$ cat src/rtl/mem_port_arbiter.sv
// mem_port_arbiter: shares one memory port between instruction fetch and
// data load/store traffic. Each access runs request -> grant -> response,
// with at most one transaction outstanding. Byte enables and lane-replicated
// store data are produced here. Load data is right-justified and then
// zero- or sign-extended to the access size.
// Optional build macro MEM_PORT_ARBITER_RR_EN: round-robin arbitration
// between data and fetch. When it is undefined, data has fixed priority.
module mem_port_arbiter #(
  parameter int ADDR_W      = 32,
  parameter int MEM_LAT_MAX = 15
) (
  input  logic              clk_i,
  input  logic              rstn_i,
  input  logic              if_req_i,
  input  logic [ADDR_W-1:0] if_addr_i,
  output logic              if_gnt_o,
  output logic              if_rvalid_o,
  output logic [31:0]       if_rdata_o,
  input  logic              d_req_i,
  input  logic              d_we_i,
  input  logic [ADDR_W-1:0] d_addr_i,
  input  logic [31:0]       d_wdata_i,
  input  logic [1:0]        d_acc_i,
  input  logic              d_sext_i,
  output logic              d_gnt_o,
  output logic              d_rvalid_o,
  output logic [31:0]       d_rdata_o,
  output logic              d_err_o,
  output logic              mem_req_o,
  output logic              mem_we_o,
  output logic [ADDR_W-1:0] mem_addr_o,
  output logic [31:0]       mem_wdata_o,
  output logic [3:0]        mem_be_o,
  input  logic              mem_gnt_i,
  input  logic              mem_rvalid_i,
  input  logic [31:0]       mem_rdata_i
);

  typedef enum logic [1:0] {
    ST_IDLE = 2'd0,
    ST_REQ  = 2'd1,
    ST_RESP = 2'd2
  } state_t;

  typedef enum logic [1:0] {
    OWN_NONE = 2'd0,
    OWN_IF   = 2'd1,
    OWN_D    = 2'd2
  } owner_t;

  // Word-align mask: the memory only ever sees word addresses.
  localparam logic [ADDR_W-1:0] ADDR_MASK = {{(ADDR_W-2){1'b1}}, 2'b00};
  // The timeout fires on the last RESP cycle that fits inside MEM_LAT_MAX.
  localparam logic [3:0]        LAT_LAST  = 4'(MEM_LAT_MAX - 32'sd1);
  localparam logic [31:0]       NOP_INSN  = 32'h0000_0013;

  // Half accesses need an even address. Word accesses and the unused size
  // code 3 need a word-aligned address.
  function automatic logic f_misaligned(input logic [1:0] acc, input logic [1:0] off);
    logic mis;
    mis = 1'b0;
    case (acc)
      2'd0:    mis = 1'b0;
      2'd1:    mis = off[0];
      default: mis = (off != 2'd0);
    endcase
    return mis;
  endfunction

  // Byte lanes touched by the access.
  function automatic logic [3:0] f_be(input logic [1:0] acc, input logic [1:0] off);
    logic [3:0] be;
    be = 4'b1111;
    case (acc)
      2'd0:    be = 4'b0001 << off;
      2'd1:    be = 4'b0011 << off;
      default: be = 4'b1111;
    endcase
    return be;
  endfunction

  // Replicate store data across lanes so the memory can take it from any lane.
  function automatic logic [31:0] f_wdata(input logic [1:0] acc, input logic [31:0] wdata);
    logic [31:0] wd;
    wd = wdata;
    case (acc)
      2'd0:    wd = {4{wdata[7:0]}};
      2'd1:    wd = {2{wdata[15:0]}};
      default: wd = wdata;
    endcase
    return wd;
  endfunction

  // Right-justify the addressed lanes, then extend to 32 bits.
  function automatic logic [31:0] f_load(input logic [1:0]  acc,
                                         input logic [1:0]  off,
                                         input logic        sext,
                                         input logic [31:0] rdata);
    logic [31:0] sh;
    logic [31:0] res;
    logic        fill;
    sh   = rdata >> {off, 3'b000};
    fill = 1'b0;
    res  = sh;
    case (acc)
      2'd0: begin
        fill = sext & sh[7];
        res  = {{24{fill}}, sh[7:0]};
      end
      2'd1: begin
        fill = sext & sh[15];
        res  = {{16{fill}}, sh[15:0]};
      end
      default: res = sh;
    endcase
    return res;
  endfunction

  state_t            r_state,      w_state_nxt;
  owner_t            r_owner,      w_owner_nxt;
  logic [3:0]        r_cnt,        w_cnt_nxt;
  logic [1:0]        r_off,        w_off_nxt;
  logic [1:0]        r_acc,        w_acc_nxt;
  logic              r_sext,       w_sext_nxt;
  logic              r_mem_req,    w_mem_req_nxt;
  logic              r_mem_we,     w_mem_we_nxt;
  logic [ADDR_W-1:0] r_mem_addr,   w_mem_addr_nxt;
  logic [31:0]       r_mem_wdata,  w_mem_wdata_nxt;
  logic [3:0]        r_mem_be,     w_mem_be_nxt;
  logic              r_if_gnt,     w_if_gnt_nxt;
  logic              r_if_rvalid,  w_if_rvalid_nxt;
  logic [31:0]       r_if_rdata,   w_if_rdata_nxt;
  logic              r_d_gnt,      w_d_gnt_nxt;
  logic              r_d_rvalid,   w_d_rvalid_nxt;
  logic [31:0]       r_d_rdata,    w_d_rdata_nxt;
  logic              r_d_err,      w_d_err_nxt;
  logic              w_pick_d;
  logic              w_pick_if;

`ifdef MEM_PORT_ARBITER_RR_EN
  // 1 = data is favoured on the next conflict. It resets towards data.
  logic              r_prio_data;

  // Round-robin: on a conflict, the requester that was not granted last wins.
  always_comb begin
    w_pick_d = 1'b0;
    if (d_req_i && if_req_i) begin
      w_pick_d = r_prio_data;
    end else if (d_req_i) begin
      w_pick_d = 1'b1;
    end else begin
      w_pick_d = 1'b0;
    end
  end

  // Remember who was granted last so that the other requester is favoured next.
  always_ff @(posedge clk_i or negedge rstn_i) begin
    if (!rstn_i) begin
      r_prio_data <= 1'b1;
    end else if (r_state == ST_IDLE) begin
      if (w_pick_d) begin
        r_prio_data <= 1'b0;
      end else if (w_pick_if) begin
        r_prio_data <= 1'b1;
      end else begin
        r_prio_data <= r_prio_data;
      end
    end else begin
      r_prio_data <= r_prio_data;
    end
  end
`else
  // Fixed priority: any pending data request beats fetch.
  always_comb begin
    w_pick_d = 1'b0;
    if (d_req_i) begin
      w_pick_d = 1'b1;
    end else begin
      w_pick_d = 1'b0;
    end
  end
`endif

  assign w_pick_if = if_req_i & ~w_pick_d;

  // State register for the request/grant/response sequencer.
  always_ff @(posedge clk_i or negedge rstn_i) begin
    if (!rstn_i) begin
      r_state <= ST_IDLE;
    end else begin
      r_state <= w_state_nxt;
    end
  end

  // Next state plus next values of every registered output and latched field.
  always_comb begin
    w_state_nxt     = r_state;
    w_owner_nxt     = r_owner;
    w_cnt_nxt       = r_cnt;
    w_off_nxt       = r_off;
    w_acc_nxt       = r_acc;
    w_sext_nxt      = r_sext;
    w_mem_req_nxt   = r_mem_req;
    w_mem_we_nxt    = r_mem_we;
    w_mem_addr_nxt  = r_mem_addr;
    w_mem_wdata_nxt = r_mem_wdata;
    w_mem_be_nxt    = r_mem_be;
    w_if_gnt_nxt    = 1'b0;
    w_if_rvalid_nxt = 1'b0;
    w_if_rdata_nxt  = r_if_rdata;
    w_d_gnt_nxt     = 1'b0;
    w_d_rvalid_nxt  = 1'b0;
    w_d_rdata_nxt   = r_d_rdata;
    w_d_err_nxt     = 1'b0;

    case (r_state)
      ST_IDLE: begin
        if (w_pick_d) begin
          w_d_gnt_nxt = 1'b1;
          if (f_misaligned(d_acc_i, d_addr_i[1:0])) begin
            // The request is refused on the spot and the port is never used.
            w_d_err_nxt = 1'b1;
          end else begin
            w_state_nxt     = ST_REQ;
            w_owner_nxt     = OWN_D;
            w_mem_req_nxt   = 1'b1;
            w_mem_we_nxt    = d_we_i;
            w_mem_addr_nxt  = d_addr_i & ADDR_MASK;
            w_mem_wdata_nxt = f_wdata(d_acc_i, d_wdata_i);
            w_mem_be_nxt    = f_be(d_acc_i, d_addr_i[1:0]);
            w_off_nxt       = d_addr_i[1:0];
            w_acc_nxt       = d_acc_i;
            w_sext_nxt      = d_sext_i;
          end
        end else if (w_pick_if) begin
          w_if_gnt_nxt    = 1'b1;
          w_state_nxt     = ST_REQ;
          w_owner_nxt     = OWN_IF;
          w_mem_req_nxt   = 1'b1;
          w_mem_we_nxt    = 1'b0;
          w_mem_addr_nxt  = if_addr_i & ADDR_MASK;
          w_mem_be_nxt    = 4'b1111;
          w_off_nxt       = 2'd0;
          w_acc_nxt       = 2'd2;
          w_sext_nxt      = 1'b0;
        end else begin
          w_state_nxt = ST_IDLE;
        end
      end

      ST_REQ: begin
        if (mem_gnt_i) begin
          w_mem_req_nxt = 1'b0;
          w_cnt_nxt     = 4'd0;
          w_state_nxt   = ST_RESP;
        end else begin
          w_state_nxt = ST_REQ;
        end
      end

      ST_RESP: begin
        if (mem_rvalid_i) begin
          w_state_nxt = ST_IDLE;
          w_owner_nxt = OWN_NONE;
          case (r_owner)
            OWN_D: begin
              w_d_rvalid_nxt = 1'b1;
              if (!r_mem_we) begin
                w_d_rdata_nxt = f_load(r_acc, r_off, r_sext, mem_rdata_i);
              end else begin
                w_d_rdata_nxt = r_d_rdata;
              end
            end
            OWN_IF: begin
              w_if_rvalid_nxt = 1'b1;
              w_if_rdata_nxt  = mem_rdata_i;
            end
            default: w_owner_nxt = OWN_NONE;
          endcase
        end else if (r_cnt == LAT_LAST) begin
          // The memory never answered. Release the port. A stalled fetch
          // receives a NOP so that the pipeline can drain.
          w_state_nxt = ST_IDLE;
          w_owner_nxt = OWN_NONE;
          case (r_owner)
            OWN_D:   w_d_err_nxt = 1'b1;
            OWN_IF: begin
              w_if_rvalid_nxt = 1'b1;
              w_if_rdata_nxt  = NOP_INSN;
            end
            default: w_owner_nxt = OWN_NONE;
          endcase
        end else begin
          w_cnt_nxt = r_cnt + 4'd1;
        end
      end

      default: begin
        w_state_nxt   = ST_IDLE;
        w_owner_nxt   = OWN_NONE;
        w_mem_req_nxt = 1'b0;
      end
    endcase
  end

  // Registers for the outputs and the latched request fields.
  always_ff @(posedge clk_i or negedge rstn_i) begin
    if (!rstn_i) begin
      r_owner     <= OWN_NONE;
      r_cnt       <= 4'd0;
      r_off       <= 2'd0;
      r_acc       <= 2'd0;
      r_sext      <= 1'b0;
      r_mem_req   <= 1'b0;
      r_mem_we    <= 1'b0;
      r_mem_addr  <= '0;
      r_mem_wdata <= 32'd0;
      r_mem_be    <= 4'd0;
      r_if_gnt    <= 1'b0;
      r_if_rvalid <= 1'b0;
      r_if_rdata  <= 32'd0;
      r_d_gnt     <= 1'b0;
      r_d_rvalid  <= 1'b0;
      r_d_rdata   <= 32'd0;
      r_d_err     <= 1'b0;
    end else begin
      r_owner     <= w_owner_nxt;
      r_cnt       <= w_cnt_nxt;
      r_off       <= w_off_nxt;
      r_acc       <= w_acc_nxt;
      r_sext      <= w_sext_nxt;
      r_mem_req   <= w_mem_req_nxt;
      r_mem_we    <= w_mem_we_nxt;
      r_mem_addr  <= w_mem_addr_nxt;
      r_mem_wdata <= w_mem_wdata_nxt;
      r_mem_be    <= w_mem_be_nxt;
      r_if_gnt    <= w_if_gnt_nxt;
      r_if_rvalid <= w_if_rvalid_nxt;
      r_if_rdata  <= w_if_rdata_nxt;
      r_d_gnt     <= w_d_gnt_nxt;
      r_d_rvalid  <= w_d_rvalid_nxt;
      r_d_rdata   <= w_d_rdata_nxt;
      r_d_err     <= w_d_err_nxt;
    end
  end

  assign if_gnt_o    = r_if_gnt;
  assign if_rvalid_o = r_if_rvalid;
  assign if_rdata_o  = r_if_rdata;
  assign d_gnt_o     = r_d_gnt;
  assign d_rvalid_o  = r_d_rvalid;
  assign d_rdata_o   = r_d_rdata;
  assign d_err_o     = r_d_err;
  assign mem_req_o   = r_mem_req;
  assign mem_we_o    = r_mem_we;
  assign mem_addr_o  = r_mem_addr;
  assign mem_wdata_o = r_mem_wdata;
  assign mem_be_o    = r_mem_be;

endmodule

$ cat config.mk
export PLATFORM = sky130hd
export DESIGN_NAME = mem_port_arbiter
export DESIGN_NICKNAME = d
export VERILOG_FILES = /design/src/rtl/mem_port_arbiter.sv
export SDC_FILE = /design/constraint.sdc
export NUM_CORES = 1
export LEC_CHECK = 0
export ABC_AREA = 1
export ABC_CLOCK_PERIOD_IN_PS = 2050
export CAP_MARGIN = 20
export CORE_ASPECT_RATIO = 1.1
export CORE_MARGIN = 2
export CORE_UTILIZATION = 48
export CTS_CLUSTER_SIZE = 30
export DETAILED_ROUTE_END_ITERATION = 6
export GPL_TIMING_DRIVEN = 0
export PLACE_DENSITY = 0.9
export SLEW_MARGIN = 20
export SYNTH_ARGS = -nofsm -noshare
export SYNTH_HDL_FRONTEND = slang
export SYNTH_SLANG_ARGS = --single-unit
$ cat constraint.sdc
create_clock -name clk_i -period 2.05 [get_ports clk_i]
set_input_delay 0.205 -clock clk_i [delete_from_list [all_inputs] [get_ports clk_i]]
set_output_delay 0.205 -clock clk_i [all_outputs]
set_load 0.03 [all_outputs]
======== Word-level counts from Yosys, hierarchy flattened ========
Index checks and enable logic that the tools add are counted.
cells by class
  add/subtract/negate cells ............... 1
  eq/ne operators ......................... 14
  shift-type cells ........................ 3
  multiplexer cells ....................... 65
  bitwise operators ....................... 8
  reduce and logical (&&, ||, !) cells .... 15
operators by type and width
  kind                                                                    count
  32-bit two-way mux                                                      7
  32-bit case mux with 2 select lines                                     2
  32-bit by 5-bit right shift with 32-bit output                          1
  1-bit two-way mux                                                       29
  2-bit two-way mux                                                       14
  4-bit two-way mux                                                       6
  4-bit case mux with 2 select lines                                      2
  4-bit AND reduction                                                     4
  2-bit case mux with 3 select lines                                      2
  3-bit inequality test (second input constant)                           3
  3-bit AND reduction                                                     3
  2-bit by 1-bit equality test with 1-bit output (second input constant)  4
  2-bit inequality test (second input constant)                           4
  2-bit nonzero test                                                      4
  2-bit zero test                                                         3
  1-bit inverter                                                          5
  4-bit by 1-bit adder with 4-bit output (second input constant)          1
  2-bit equality test (second input constant)                             2
  4-bit equality test (second input constant)                             1
  1-bit case mux with 2 select lines                                      2
  1-bit by 2-bit left shift with 4-bit output (first input constant)      1
  2-bit by 2-bit left shift with 4-bit output (first input constant)      1
  1-bit AND                                                               3
  1-bit case mux with 3 select lines                                      1
  2-bit AND reduction                                                     1
word-level totals
  flip-flop bits (word level) ............. 152
  input bits .............................. 138
  output and inout port bits .............. 139
  logic and storage cells ................. 124

======== Longest topological paths before layout ========
Gate-level depths: netlist of the first run.
  word-level depth ........................ 7
  gate-level depth with buffers ........... 10
  depth with buffers taken out ............ 10

======== Worst setup path before layout of the first run ========
OpenSTA, ideal clock, no wires.
  kind .................................... flip-flop to flip-flop
  start ................................... register r_mem_we (netlist: mem_we_o)
  end ..................................... register r_d_rdata[14] (netlist: d_rdata_o[14])
  setup time .............................. 0.116 ns
  arrival time ............................ 1.317 ns
  required time ........................... 1.934 ns
  setup slack ............................. 0.617 ns
  cell stages (with the launch flop) ...... 9
  buffers on the path ..................... 2
  clock period less this slack ............ 1.433 ns
  path through ............................ dfrtp_1 > nor2_1 > nand3_4 > inv_2 > buf_6 > buf_6 > nand2_1 > nor2_1 > nor2_1
between the ends
  word-level cells in the longest chain between the ends .. 2
ends and longest elaborated chain
  what                           RTL line  source
  start, declared                126       logic r_mem_we, w_mem_we_nxt;
  start signal, assigned         333       r_mem_we <= w_mem_we_nxt;
  1-bit inverter (no line)       n/a
  4-bit AND reduction (no line)  n/a
  end signal, assigned           342       r_d_rdata <= w_d_rdata_nxt;
  end, declared                  135       logic [31:0] r_d_rdata, w_d_rdata_nxt;
No other way between the ends.
A chain may end at the register's enable or synchronous reset.

======== Worst setup path in the final report of the first run ========
  start ................................... register r_off[1]
  end ..................................... register r_d_rdata[14] (netlist: d_rdata_o[14])
between the ends
  word-level cells in the longest chain between the ends .. 3
ends and longest elaborated chain
  what                                                RTL line  source
  start, declared                                     122       logic [1:0] r_off, w_off_nxt;
  start signal, assigned                              329       r_off <= w_off_nxt;
  32-bit by 5-bit right shift with 32-bit output (*)  102       sh = rdata >> {off, 3'b000};
  1-bit AND                                           107       fill = sext & sh[7];
  32-bit case mux with 2 select lines (*)             105       case (acc)
Every way passes the cells marked *; elsewhere a longest branch is shown, timed or not.

==> metrics.md, run 1 <==
| Metric | Value |
|---|---|
| Drt pass-1 iters | `5` |
| Clock network power share | `19.6%` |
| Cell accounting for the most synthesized area | `dfrtp_1` |
| Max-Cap Viols | `0` |
| CTS tree | `built` |
| Layout Nets | `1,425` |
| Area of the multi-input gates | `3040 um^2` |
| PwrDens | `1560 nW/um^2` |
| Final Critical Period | `1.90 ns` |
| Row count | `47` |
| CORE AREA | `15,100 um^2` |
| Yosys warns | `0` |
| Hold Violations, Final | `0` |
| Pleak | `5.61 nW` |
| Fillers | `1,151` |
| Cell-internal power | `0.00981 W` |
| CP Max Fanout | `10` |
| Switching share of power | `42.9%` |
| P_sw | `0.00737 W` |
| Die height | `134 um` |
| Crit path arrival time | `2.21 ns` |
| TritonCTS buffer count | `17` |
| Unrepaired setup endpoints after global routing | `false` |
| First-pass GRT wire length | `36,800 um` |
| Max Slew Vio Count | `0` |
| Initial antenna violation count | `0` |
| Synth top area share | `50.8%` |
| Top cells by area, synth | `dfrtp_1 (51%), nand2_1 (23%), o21ai_0 (4.5%), inv_1 (4.0%), nand3_1 (3.4%)` |
| HP Class | `in -> reg` |
| Vias per cell | `5.05` |
| Antenna cells | `0` |
| Outcome | `complete, no violations` |
| Resized Gates After CTS | `0` |
| Post-route ant nets | `0` |
| Layout cells sized above 1 | `7.40%` |
| DP HPWL | `17,800 um` |
| GRT overflow | `0` |
| H-tree depth | `4` |
| Clk_lat worst skew | `0.42 ns` |
| Setup Skew | `0.00791 ns` |
| Worst Setup End Kind | `register` |
| Vias in the first global route | `7,502` |
| DRT iter0 DRCs | `641` |
| Startpoint Class | `register` |
| Port Buf Inserts | `270` |
| I/O Pins | `277` |
| Register share of total power | `29.4%` |
| Layout area overhead | `49.1%` |
| Rel. slew slack | `60.9%` |
| Mapped cell area | `7390 um^2` |
| Die area | `16,400 um^2` |
| Clock Path Buffers | `2` |
| GPL Wtd Cong | `0.932` |
| Largest net degree at the start of global routing | `97` |
| Total chip power | `0.0172 W` |
| Register area share after synthesis | `50.8%` |
| Combinational Power Share | `51.1%` |
| Crit Path Class | `reg -> reg` |
| Fin util | `73.2%` |
| Area after DPL | `10,400 um^2` |
| Syn Area/Cell | `7.44 um^2` |
| Final cell count without fillers | `1,494` |
| Final setup fails | `0` |
| Tightest Pin Transition | `0.587 ns` |
| Design area | `11,000 um^2` |
| Final period util | `92.8%` |
| DR WL/cell | `15.5 um` |
| Area occupied by registers | `3750 um^2` |
| Peak supply drop | `1.16 mV` |
| FF+latch count, synth | `150` |
| Drt total wl | `23,100 um` |
| Post-Place Cells | `1,461` |
| Worst-path clk slew | `0.06 ns` |
| Clock root cell | `clkbuf_16` |
| Postcts setup bufs | `0` |
| Worst EP required | `2.36 ns` |
| Count of different cell masters after synthesis | `33` |
| Tot GR Track Use | `28.9%` |
| CTS hold repair buffers | `1` |
| Die Width | `122 um` |
| Post-synthesis cell count | `993` |
| FMAX | `526 MHz` |
| Initial Util | `49.1%` |
| Clock Sinks | `150` |
| # DRC | `0` |
| Vias | `7,547` |
registers in the layout, indices dropped and copies added (netlist names):
register     cells
mem_req_o        1
d_gnt_o          1
mem_addr_o      30
r_state          2
if_rdata_o      32
mem_wdata_o     32
if_rvalid_o      1
r_owner          2
r_off            2
mem_be_o         4
mem_we_o         1
r_cnt            4
r_sext           1
r_acc            2
d_rdata_o       32
d_err_o          1
if_gnt_o         1
d_rvalid_o       1
logic make-up (layout without fill, tap and decap cells):
logic type | count (synthesis) | after routing | synth area share [%]
AOI/OAI and AO/OA | 98 | 98 | 6.97
xor gates and xnor gates | 1 | 1 | 0.119
adders and majority gates | 2 | 2 | 0.339
buffers and inverters | 134 | 438 | 8.16
DFF | 150 | 150 | 50.8
other | 1 | 2 | 0.0507
and+or+nand+nor | 607 | 607 | 33.6
synth_stat cells (all sizes together):
| library cell | n |
|---|---|
| ha | 2 |
| buf | 34 |
| nand4 | 1 |
| nand3b | 2 |
| or2 | 24 |
| a31oi | 1 |
| nor2 | 69 |
| a21oi | 18 |
| clkinv | 1 |
| dfrtp | 150 |
| o31ai | 1 |
| o22ai | 3 |
| clkbuf | 17 |
| nand2 | 457 |
| o21ai | 68 |
| nand3 | 52 |
| inv | 82 |
| nor3 | 2 |
| xor2 | 1 |
| conb | 1 |
| o211ai | 7 |
layout make-up:
cell class,count,area share [%]
Multi-Input combinational cell,710,27.6
Tap cell,196,2.22
Inverter,83,2.83
Timing Repair Buffer,272,24.9
Clock inverter,14,1.79
Sequential cell,150,34.1
Buffer,51,2.65
Clock buffer,18,3.98
power groups by stage:
| stage | clock [W] | combinational [W] | sequential (W) |
|---|---|---|---|
| 2_1_floorplan | 0 | 0.00260 | 0.00741 |
| 3_3_place_gp | 0 | 0.00857 | 0.00503 |
| 3_5_place_dp | 0 | 0.00874 | 0.00506 |
| 4_1_cts | 0.00339 | 0.00879 | 0.00504 |
| 5_1_grt | 0.00352 | 0.00940 | 0.00520 |
| 6_report | 0.00336 | 0.00878 | 0.00505 |
critical path: stages (launching register included):
cell and delay (ns):
dfrtp_1 0.35, buf_2 0.17, inv_2 0.16, clkbuf_1 0.48, nand3_1 0.24, nand3_1 0.14
nand2_1 0.07, nor2_1 0.13, nor2_1 0.05
per-stage QoR:
step | setup TNS (ns) | hold slack (ns) | setup slack (ns)
floorplan | 0 | -0.0906 | 0.617
global placement | -765.57 | 0.454 | -5.11
detailed placement | 0 | 0.150 | 0.111
CTS | 0 | 0.196 | 0.258
global route | 0 | 0.216 | 0.0998
finish | 0 | 0.201 | 0.147
layout by cell type (no fill, tap or decap), types with 3 or more instances in the layout:
cell / count
bufinv_16: 4
buf_6: 5
clkdlybuf4s50_1: 269
buf_2: 13
nand2_1: 453
or2_2: 17
a21oi_1: 18
dfrtp_1: 150
nor2_1: 65
clkbuf_16: 17
or2_1: 7
o21ai_0: 67
clkbuf_1: 16
clkinvlp_4: 5
inv_2: 4
o22ai_1: 3
nor2_4: 3
buf_1: 4
o211ai_1: 7
inv_1: 78
nand2_2: 3
buf_4: 12
nand3_1: 50
routing by layer:
layer | GRT usage, % | vias up | wire, um
met5 | 0 | - | 0
met4 | 12.7 | 0 | 869
met3 | 8.46 | 69 | 2040
met2 | 49.4 | 350 | 11400
met1 | 33.4 | 3491 | 8860
li1 | - | 3637 | -
worst paths after layout:
path	from	to	slack, ns	depth (start not counted)
max in group asynchronous	rstn_i	mem_wdata_o[8]	0.95	3
setup reg to reg	r_off[1]	d_rdata_o[14]	0.15	8
setup / recovery	r_off[1]	d_rdata_o[14]	0.15	8
min in group asynchronous	rstn_i	d_rdata_o[0]	0.29	2
hold reg to reg	if_rdata_o[6]	if_rdata_o[6]	0.47	2
hold / removal	d_req_i	d_gnt_o	0.20	3
No activity file was read; power rests on OpenSTA's default activity.
==> inputs of run 2 (changes only) <==
--- a/config.mk
+++ b/config.mk
@@ -6,7 +6,6 @@
 export NUM_CORES = 1
 export LEC_CHECK = 0
 export ABC_AREA = 1
-export ABC_CLOCK_PERIOD_IN_PS = 2050
 export CAP_MARGIN = 20
 export CORE_ASPECT_RATIO = 1.1
 export CORE_MARGIN = 2
==> results of run 2 <==
The final DEF is identical to that of run 1; final timing and power are the same.
==> edit: new RTL, config.mk and constraints of run 2 <==
Remove the register `r_d_err`: a continuous assignment takes its place, so the output `d_err_o` follows one clock earlier.
--- a/src/rtl/mem_port_arbiter.sv
+++ b/src/rtl/mem_port_arbiter.sv
@@ -322,7 +322,6 @@
       r_d_gnt     <= 1'b0;
       r_d_rvalid  <= 1'b0;
       r_d_rdata   <= 32'd0;
-      r_d_err     <= 1'b0;
     end else begin
       r_owner     <= w_owner_nxt;
       r_cnt       <= w_cnt_nxt;
@@ -340,9 +339,10 @@
       r_d_gnt     <= w_d_gnt_nxt;
       r_d_rvalid  <= w_d_rvalid_nxt;
       r_d_rdata   <= w_d_rdata_nxt;
-      r_d_err     <= w_d_err_nxt;
-    end
-  end
+    end
+  end
+
+  assign r_d_err = w_d_err_nxt;
 
   assign if_gnt_o    = r_if_gnt;
   assign if_rvalid_o = r_if_rvalid;
Formal check against the unedited RTL: not equivalent (a bounded check fails within 4 cycles, from zero or initial values and one cycle with rstn_i low).
==> edit against run 2 <==
- utilization fell by 0.49 points
- routed wire length fell by 1.3%
- worst setup slack improved by 0.0078 ns
- critical path type is now reg -> out
- cell area fell by 0.67%
- critical path depth fell by 3
- synthesized cell count fell by 0.10%
- sequential cell count fell by 1
- via count fell by 2.0%
- first-iteration DRC count fell by 14%
- clock power fell by 7.1%
- power fell by 1.8%
- area after synthesis fell by 0.34%
==> edit: results (changes against run 2) <==
result of the run: finished, final reports clean
top cells by area, synth: dfrtp_1 51%, nand2_1 23%, o21ai_0 4.6%
Via-to-Cell Ratio: 4.96 (-1.8%)
transition at the pin with the smallest max-transition slack: 0.555 ns (-0.0311 ns)
post-synthesis average cell area: 7.43 um^2 (-0.24%)
Global Route Usage Sum: 28.6% (-0.28 points)
FF-to-FF Start: r_off[1]
maximum number of pins on one net before global-route repair: 100 (+3.1%)
Setup crit end: d_err_o
maximum ir drop on the vdd rail: 0.818 mV (-29%)
CP arrival: 1.69 ns (-0.52 ns)
met3 Track Usage GR: 8.55% (+0.085 points)
highest fanout seen on the critical path: 8 (-2)
largest stage delay on the critical path: 0.40 ns (-0.08 ns)
share of final-layout standard cells stronger than drive strength 1: 7.34% (-0.060 points)
Max Clock Skew: 0.00904 ns (+0.00113 ns)
cell count after placement: 1,460 (-0.068%)
area growth from synthesis to layout: 48.6%
Clock Latency Late Sink: 0.42 ns (about the same)
total via count in the routed design: 7,393 (-2.0%)
capture point of the worst reg-to-reg path: d_rdata_o[13]
met2 capacity usage during global routing: 49.8% (+0.34 points)
CP startpoint: r_state[1]
RD Place Congestion: 0.937 (+0.57%)
Detail Route met3 WL: 2010 um (-1.5%)
GR met1 Demand/Resource: 32.7% (-0.64 points)
Register-to-Register Setup Slack: 0.27 ns (+0.12 ns)
vias in the first global route: 7,460 (-0.56%)
crit path max-delay cell type: dfrtp_1
initial detailed-routing violation count: 551 (-14%)
most common library cells after synthesis: 453 x nand2_1, 149 x dfrtp_1, 78 x inv_1, 67 x o21ai_0, 65 x nor2_1
detailed route wirelength on metal2: 11,300 um (-0.76%)
fill cell instance count of the final layout: 1,174 (+2.0%)
total half-perimeter wirelength after legalization and detailed placement: 17,500 um (-1.6%)
post-DR wirelength/cell: 15.3 um (-1.1%)
placed inst area: 10,300 um^2 (-0.24%)
cell class contributing the biggest share of worst-path delay: flip-flops
pre-CTS setup slack: -0.200 ns (-0.312 ns)
Post-layout nets: 1,424 (-0.070%)
static leakage: 0.00559 uW (-0.32%)
wire length of the first global-routing pass: 36,400 um (-1.1%)
fin crit share: 92.4% (-0.38 points)
edit: changes by cell type after synthesis:
cell	delta
dfrtp_1	-1
edit: cell type report:
type                       count  share of cell area (%)
buffer                        51                    2.66
clock buffer                  22                    4.51
timing repair buffer         272                    25.0
tap                          196                    2.24
inverter                      83                    2.85
multi-input combinational    710                    27.7
clock inverter                 8                   0.903
sequential                   149                    34.1
edit: power breakdown:
part / internal, uW / switching [uW] / leakage, uW
logic: 3460 / 5260 / 0.00339
clock network: 1930 / 1190 / 0.000290
registers: 4250 / 781 / 0.00191
total: 9650 / 7230 / 0.00559
edit: timing repair:
action | in CTS | in global routing
pin swaps | 1 | 0
gates cloned | 0 | 0
hold endpoints to repair | 50 | 0
resized for setup | 5 | 1
hold buffers | 1 | 0
setup endpoints to repair | 1 | 1
edit: how the worst min path moves through the flow:
stage | start | endpoint | slack, ns
2_1_floorplan | rstn_i | d_gnt_o | -0.09
3_3_place_gp | if_rdata_o[6] | if_rdata_o[6] | 0.45
3_5_place_dp | rstn_i | if_rvalid_o | 0.14
4_1_cts | d_req_i | d_gnt_o | 0.21
5_1_grt | d_req_i | d_gnt_o | 0.23
6_report | d_req_i | d_gnt_o | 0.23
edit: logic make-up (layout without fill, tap and decap cells):
family | after synthesis | after routing | synth area share (%)
xor gates and xnor gates | 1 | 1 | 0.119
adders and majority gates | 2 | 2 | 0.340
buffers and inverters | 134 | 436 | 8.19
DFF | 149 | 149 | 50.6
AOI/OAI and AO/OA | 98 | 98 | 7.00
and+or+nand+nor | 607 | 607 | 33.7
other | 1 | 2 | 0.0509
edit: worst reg2reg max path: cells and delay by family (launching register included):
kind	cells	cell delay [ns]
DFF	1	0.36
and+or+nand+nor	5	0.56
buffers and inverters	3	0.77
